## src/rtl/mux_rr_arbiter_pkg.sv

```systemverilog
// Shared constants and state encoding for the round-robin 8:1 mux arbiter.
// The optional hold limit is enabled with MUX_ARB_HOLD_LIMIT_EN.
package mux_rr_arbiter_pkg;
  localparam int N                = 8;
  localparam int SELW             = 3;
  localparam int MAX_HOLD_DEFAULT = 15;

  typedef enum logic {
    IDLE  = 1'b0,
    GRANT = 1'b1
  } state_e;
endpackage

```

## src/rtl/rr_priority_pick.sv

```systemverilog
// Combinational rotating priority picker: finds the first set request
// scanning start, start+1, ... with indices wrapping mod N.
module rr_priority_pick
  import mux_rr_arbiter_pkg::*;
(
  input  logic [N-1:0]    req,
  input  logic [SELW-1:0] start,
  output logic            found,
  output logic [SELW-1:0] idx,
  output logic [N-1:0]    onehot
);

  logic [SELW-1:0] j;

  // Scan from the far end back so the closest hit to start is written last.
  always_comb begin
    found = 1'b0;
    idx   = '0;
    j     = '0;
    for (int k = N - 1; k >= 0; k--) begin
      j = start + SELW'(k);
      if (req[j]) begin
        found = 1'b1;
        idx   = j;
      end
    end
  end

  assign onehot = found ? (N'(1) << idx) : '0;

endmodule

```

## src/rtl/mux_rr_arbiter.sv

```systemverilog
// Round-robin ownership controller for an 8:1 single-bit mux.
// Define MUX_ARB_HOLD_LIMIT_EN to force rotation after MAX_HOLD grant cycles.
module mux_rr_arbiter
  import mux_rr_arbiter_pkg::*;
#(
  parameter int MAX_HOLD = MAX_HOLD_DEFAULT
) (
  input  logic            clk,
  input  logic            rst,
  input  logic [N-1:0]    req,
  input  logic [N-1:0]    I,
  output logic [N-1:0]    gnt,
  output logic [SELW-1:0] s,
  output logic            valid,
  output logic            Y
);

  state_e          state_q;
  logic [SELW-1:0] ptr_q;
  logic [N-1:0]    gnt_q;
  logic [SELW-1:0] s_q;
  logic            valid_q;

  logic            timeout_w;
  logic            release_w;
  logic [SELW-1:0] pick_start;
  logic            pick_found;
  logic [SELW-1:0] pick_idx;
  logic [N-1:0]    pick_onehot;

`ifdef MUX_ARB_HOLD_LIMIT_EN
  logic [7:0] hold_cnt_q;

  assign timeout_w = req[s_q] && (hold_cnt_q == 8'(MAX_HOLD - 1));

  always_ff @(posedge clk) begin
    if (rst) begin
      hold_cnt_q <= '0;
    end else if (state_q == IDLE || release_w) begin
      hold_cnt_q <= '0;
    end else begin
      hold_cnt_q <= hold_cnt_q + 8'd1;
    end
  end
`else
  logic [7:0] unused_max_hold;

  assign unused_max_hold = 8'(MAX_HOLD);
  assign timeout_w       = 1'b0;
`endif

  assign release_w = (state_q == GRANT) && (!req[s_q] || timeout_w);

  // Starting after the owner puts a timed-out owner last in the scan.
  assign pick_start = (state_q == GRANT) ? s_q + SELW'(1) : ptr_q;

  rr_priority_pick u_pick (
    .req    (req),
    .start  (pick_start),
    .found  (pick_found),
    .idx    (pick_idx),
    .onehot (pick_onehot)
  );

  always_ff @(posedge clk) begin
    if (rst) begin
      state_q <= IDLE;
      ptr_q   <= '0;
      gnt_q   <= '0;
      s_q     <= '0;
      valid_q <= 1'b0;
    end else begin
      case (state_q)
        IDLE: begin
          if (pick_found) begin
            gnt_q   <= pick_onehot;
            s_q     <= pick_idx;
            valid_q <= 1'b1;
            state_q <= GRANT;
          end
        end
        GRANT: begin
          if (release_w) begin
            ptr_q <= s_q + SELW'(1);
            if (pick_found) begin
              gnt_q <= pick_onehot;
              s_q   <= pick_idx;
            end else begin
              gnt_q   <= '0;
              s_q     <= '0;
              valid_q <= 1'b0;
              state_q <= IDLE;
            end
          end
        end
        default: state_q <= IDLE;
      endcase
    end
  end

  assign gnt   = gnt_q;
  assign s     = s_q;
  assign valid = valid_q;
  assign Y     = valid_q ? I[s_q] : 1'b0;

endmodule

```

## config.mk

```make
export PLATFORM = sky130hd
export DESIGN_NAME = mux_rr_arbiter
export DESIGN_NICKNAME = d
export VERILOG_FILES = /design/src/rtl/mux_rr_arbiter_pkg.sv /design/src/rtl/rr_priority_pick.sv /design/src/rtl/mux_rr_arbiter.sv
export SDC_FILE = /design/constraint.sdc
export NUM_CORES = 1
export LEC_CHECK = 0
export CAP_MARGIN = 0
export CORE_MARGIN = 2
export CORE_UTILIZATION = 30
export CTS_CLUSTER_SIZE = 14
export DETAILED_ROUTE_END_ITERATION = 10
export SETUP_SLACK_MARGIN = 0.02
export SLEW_MARGIN = 20
export SYNTH_ARGS = -nofsm -noshare
export SYNTH_HDL_FRONTEND = slang
export SYNTH_HIERARCHICAL = 1
export SYNTH_SLANG_ARGS = --single-unit
export TNS_END_PERCENT = 10
```

## constraint.sdc

```tcl
create_clock -name clk -period 11.2 [get_ports clk]
set_input_delay 2.24 -clock clk [delete_from_list [all_inputs] [get_ports clk]]
set_output_delay 2.24 -clock clk [all_outputs]
set_load 0.03 [all_outputs]
```

# Yosys cells after proc, flatten, opt, wreduce, memory -nomap -nowiden
# Cells that the tools add are included.
[word_totals] regBits=16 output_inout_bits=13
[op_classes] n_addsub=8 eq_ne=3 muxes=53 reduce_logical=5 n_shift=1 n_bitwise=1 magnitude_cmp=9
[op_table] cell="$lt 3x4->1 const B" n=9
[op_table] cell="$mux 3" n=12
[op_table] cell="$bmux 1 s3" n=10
[op_table] cell="$mux 1" n=24
[op_table] cell="$mux 8" n=3
[op_table] cell="$pmux 8 s2" n=1
[op_table] cell="$add 3x3->3 const B" n=4
[op_table] cell="$shl 1x3->8 const A" n=1
[op_table] cell="$add 3x1->3 const B" n=2
[op_table] cell="$add 3x2->3 const B" n=2
[op_table] cell="$pmux 3 s2" n=1
[op_table] cell="$ne 2x2->1 const B" n=2
[op_table] cell="$pmux 1 s2" n=2
[op_table] cell="$reduce_and 2->1" n=2
[op_table] cell="$reduce_and 3->1" n=1
[op_table] cell="$ne 2x1->1 const B" n=1
[op_table] cell="$logic_and 1x1->1" n=1
[op_table] cell="$logic_not 1->1" n=1
[op_table] cell="$not 1->1" n=1

# Logic depth before layout (Yosys ltp)
[logic_depth] ltp_word=17 mapped_depth=21 ltp_nobuf=15

# Cells and area by module
# Netlist, hierarchy kept.
[by_module_without_submodules] module="rr_priority_pick" area_each_um2=1128.6 cells_each=130 n_inst=1 seq_area_each_um2=0.0
[by_module_without_submodules] module="mux_rr_arbiter" area_each_um2=1083.5 cells_each=128 n_inst=1 seq_area_each_um2=320.3

# Worst setup path after synthesis
# OpenSTA, ideal clock, no wires.
[synth_path] kind="input-to-output" startpoint="input I[5]" endpoint="output Y" n_path_buf=0 required_ps=8960 slack_ps=5971 cell_stages=3 arrival_time_ps=2989 cell_sequence="mux4_1 mux2i_1 nor2b_1"
[synth_between] elab_chain_len=3
[synth_lines] item="from (decl)" line="mux_rr_arbiter.sv:11" rtl="input logic [N-1:0] I,"
[synth_lines] item="$bmux 1 s3" line="mux_rr_arbiter.sv:104" rtl="assign Y = valid_q ? I[s_q] : 1'b0;"
[synth_lines] item="$mux 1 (implied by the code)" line="mux_rr_arbiter.sv:104"
[synth_lines] item="$mux 1" line="mux_rr_arbiter.sv:104"
[synth_lines] item="to (decl)" line="mux_rr_arbiter.sv:15" rtl="output logic Y"
# Every way passes these cells. The select of a mux whose other input is x is not followed.

# Final worst setup path
# Same ends and word-level chain as after synthesis.

==> impl_results.md <==
- Hold buffer count at CTS: 0
- Worst path slowest cell: clkdlybuf4s50_1
- Hold Path Depth: 2
- Hold path startpoint: ptr_q[0]
- Critical path startpoint category: input port
- Vias in the first global route: 2,066
- Setup tns final: 0 ps
- Buf+Inv Stages, Crit Path: 2
- P&R area growth vs syn: 14.9%
- Met3 Track Usage GR: 0.0109
- Slew Limit Headroom: 0.396
- Post-DRT Antenna Nets: 0
- Most Used Layer, Global Route: met2
- YS warnings: 6
- Yosys reg bits: 16
- RSZ-0062 raised after global routing: no
- Final core occ: 0.352
- CP Max Fanout: 1
- Worst path most repeated cell: clkdlybuf4s50_1
- Syn_area_per_cell: 8.57 sq um
- Setup Skew: 3.18 ps
- Initial antenna violation count: 0
- Multi-input logic area: 1680 sq um
- Final min period: 6160 ps
- Met1 usage: 0.203
- First-pass DRT Iterations: 4
- Final WL: 5640 microns
- H-tree Lvls: 1
- Critical path class: input port to primary output
- Met2 usage: 0.239
- I/O pin cnt: 31
- Leakage: 0.859 nW
- FFs w/ async S/R, synth: 0
- Reg2reg setup slack: 5690 ps
- DIE AREA: 8080 sq um
- Cell area after synthesis: 2210 sq um
- IO buf count: 30
- CP Capture Type: primary output
- Stages on worst setup path: 5
- Critical path arrival: 3920 ps
- Post-synthesis cell count: 258
- Max_cap viols: 0
- Cell Pwr Density: 308 nW/um^2
- R2R Path End: s[2]
- Wire length of the first global-routing pass: 9970 microns
- Final Max Slew Viols: 0
- Slew @ Worst Pin: 904 ps
- Cts repair resizes: 0
- Std-Cell Rows: 31
- Maximum root-to-sink buffer count: 2
- Antenna diode count: 0
- Post-synth EDFFs: 0
- Final setup fails: 0
- Share of cells above drive strength 1: 0.137
- Core Area: 7210 sq um
- Hold EP: ptr_q[0]
- FF-to-FF path depth: 16
- Final Hold Fails: 0
- Final period util: 0.550
- Crit path largest cell delay: 590 ps
- Crit path max-delay family: buffers and inverters
- Netlist cell types: 61
- Worst R2R Start: state_q
- Num CTS Buffers: 3
- Worst-Skew Late Latency: 250 ps
- Global route total overflow: 0
- DR iter-0 viols: 129
- GP Congestion: 0.902
- Ys flop type: dfxtp_1
- Commonest non-fill, non-tap cell in the layout: clkdlybuf4s50_1
- Die Ht: 89.9 microns
- Dpl hpwl: 4050 microns
- Outcome: finished clean
- Total number of vias: 2,092
- Die X: 89.9 microns
- Hold Crit Class: flip-flop to flip-flop
- Final net count: 294
- Avg WL per Cell: 15.2 microns
- Largest net degree at the start of global routing: 30
- Post CTS Setup Buffer Count: 0
- CTS Root Cell: clkbuf_8
- DR vias/cell: 5.65
- Clock tree sinks: 16
- Initial Utilization: 0.307
- DRC violations left: 0
- CTS clk-pin slew, worst paths: 70 ps
- # fillers: 789
- Sequential area share after synthesis: 0.145
- Post-synth net total: 280
- Commonest non-fill, non-tap cells in the layout: clkdlybuf4s50_1 (30), nand2_1 (27), dfxtp_1 (16), nor2_1 (14), mux2_2 (13)
- Fmax: 162 MHz
- Register Area: 320 sq um
- Crit path required time: 8960 ps
- Overall Global Routing Usage: 0.143
- Max VDD drop: 0.000130 V
- CTS tree: yes
- CP cell instances: clkdlybuf4s50_1 > mux4_1 > mux2i_1 > nor2b_1 > clkdlybuf4s50_1
## registers in the layout, indices dropped and copies added (netlist names)
register and flops:
gnt 8, s 3, valid 1, ptr_q 3
state_q 1
## area by class of cell
class                   count  share of cell area
repair buffers             33               0.127
well taps                  99              0.0487
flip-flops and latches     16               0.126
clock buffers               4              0.0217
inverters                  12              0.0177
multi-input cells         206               0.659
## how the worst max path moves through the flow
stage,from,to,slack (ps)
floorplan,I[5],Y,5970
global placement,I[5],Y,5050
detailed placement,I[5],Y,5020
CTS,I[5],Y,5020
global route,I[5],Y,4960
finish,I[5],Y,5040
## cell families (layout without fill, tap and decap cells)
family,count (synthesis),after routing,share of synthesized area
mux,38,38,0.258
buf+inv,36,49,0.0978
flops,16,16,0.145
xor+xnor,5,5,0.0198
compound gates,69,69,0.239
fa+ha+maj,4,4,0.0226
simple gates,90,90,0.218
## per-stage QoR
step | hold WS [ps] | area (sq um) | power [mW] | setup slack, ps | instances
CTS | 480 | 2540 | 0.779 | 5020 | 370
detailed placement | 468 | 2490 | 0.724 | 5020 | 366
global placement | 457 | 2490 | 0.718 | 5050 | 366
finish | 477 | 2540 | 0.782 | 5040 | 370
floorplan | 444 | 2210 | 0.627 | 5970 | 258
global route | 506 | 2540 | 0.848 | 4960 | 370
## per-layer routing
metal  share of wire  up-vias
met5               0        -
met4          0.0094        0
met3           0.019        4
met2            0.48       36
met1            0.49     1017
li1                -     1035
## worst register-to-register path, cell delays in order, from the launching register on
cell	delay (ps)
dfxtp_1	920
inv_1	300
mux2i_1	220
buf_4	270
inv_1	160
ha_1	660
mux4_1	430
nand2_1	110
o21ai_0	220
nor3_1	390
inv_1	130
inv_1	80
ha_1	580
nor2_1	340
nand3_1	190
mux2i_1	90
a311o_1	310
## cells in the mapped netlist (3+ instances only)
cell	count	area (sq um)
nor4b_1	6	52.6
xnor2_1	3	26.3
mux4_1	7	184
mux2i_1	12	120
mux2_2	13	146
a211oi_1	4	30.0
nand3_1	7	35.0
inv_1	10	37.5
mux4_2	4	90.1
buf_6	3	33.8
nand2_1	27	101
a22oi_1	3	22.5
o211ai_1	3	22.5
o21ai_0	12	60.1
ha_1	4	50.1
nand4_1	9	56.3
dfxtp_1	16	320
nor3b_1	4	30.0
buf_4	3	22.5
nor2_1	14	52.6
o311ai_0	8	70.1
a31oi_1	6	37.5
nor2b_1	3	18.8
clkbuf_8	3	41.3
a21oi_1	10	50.1
o22a_1	4	35.0
clkbuf_1	12	45.0
nor3_1	8	40.0
## where the power goes
group          internal (mW)  switching (mW)  total, mW
Clock                 0.0312          0.0210     0.0521
Combinational          0.272           0.363      0.635
Sequential            0.0743          0.0212     0.0954
No activity file was read; power rests on OpenSTA's default activity.
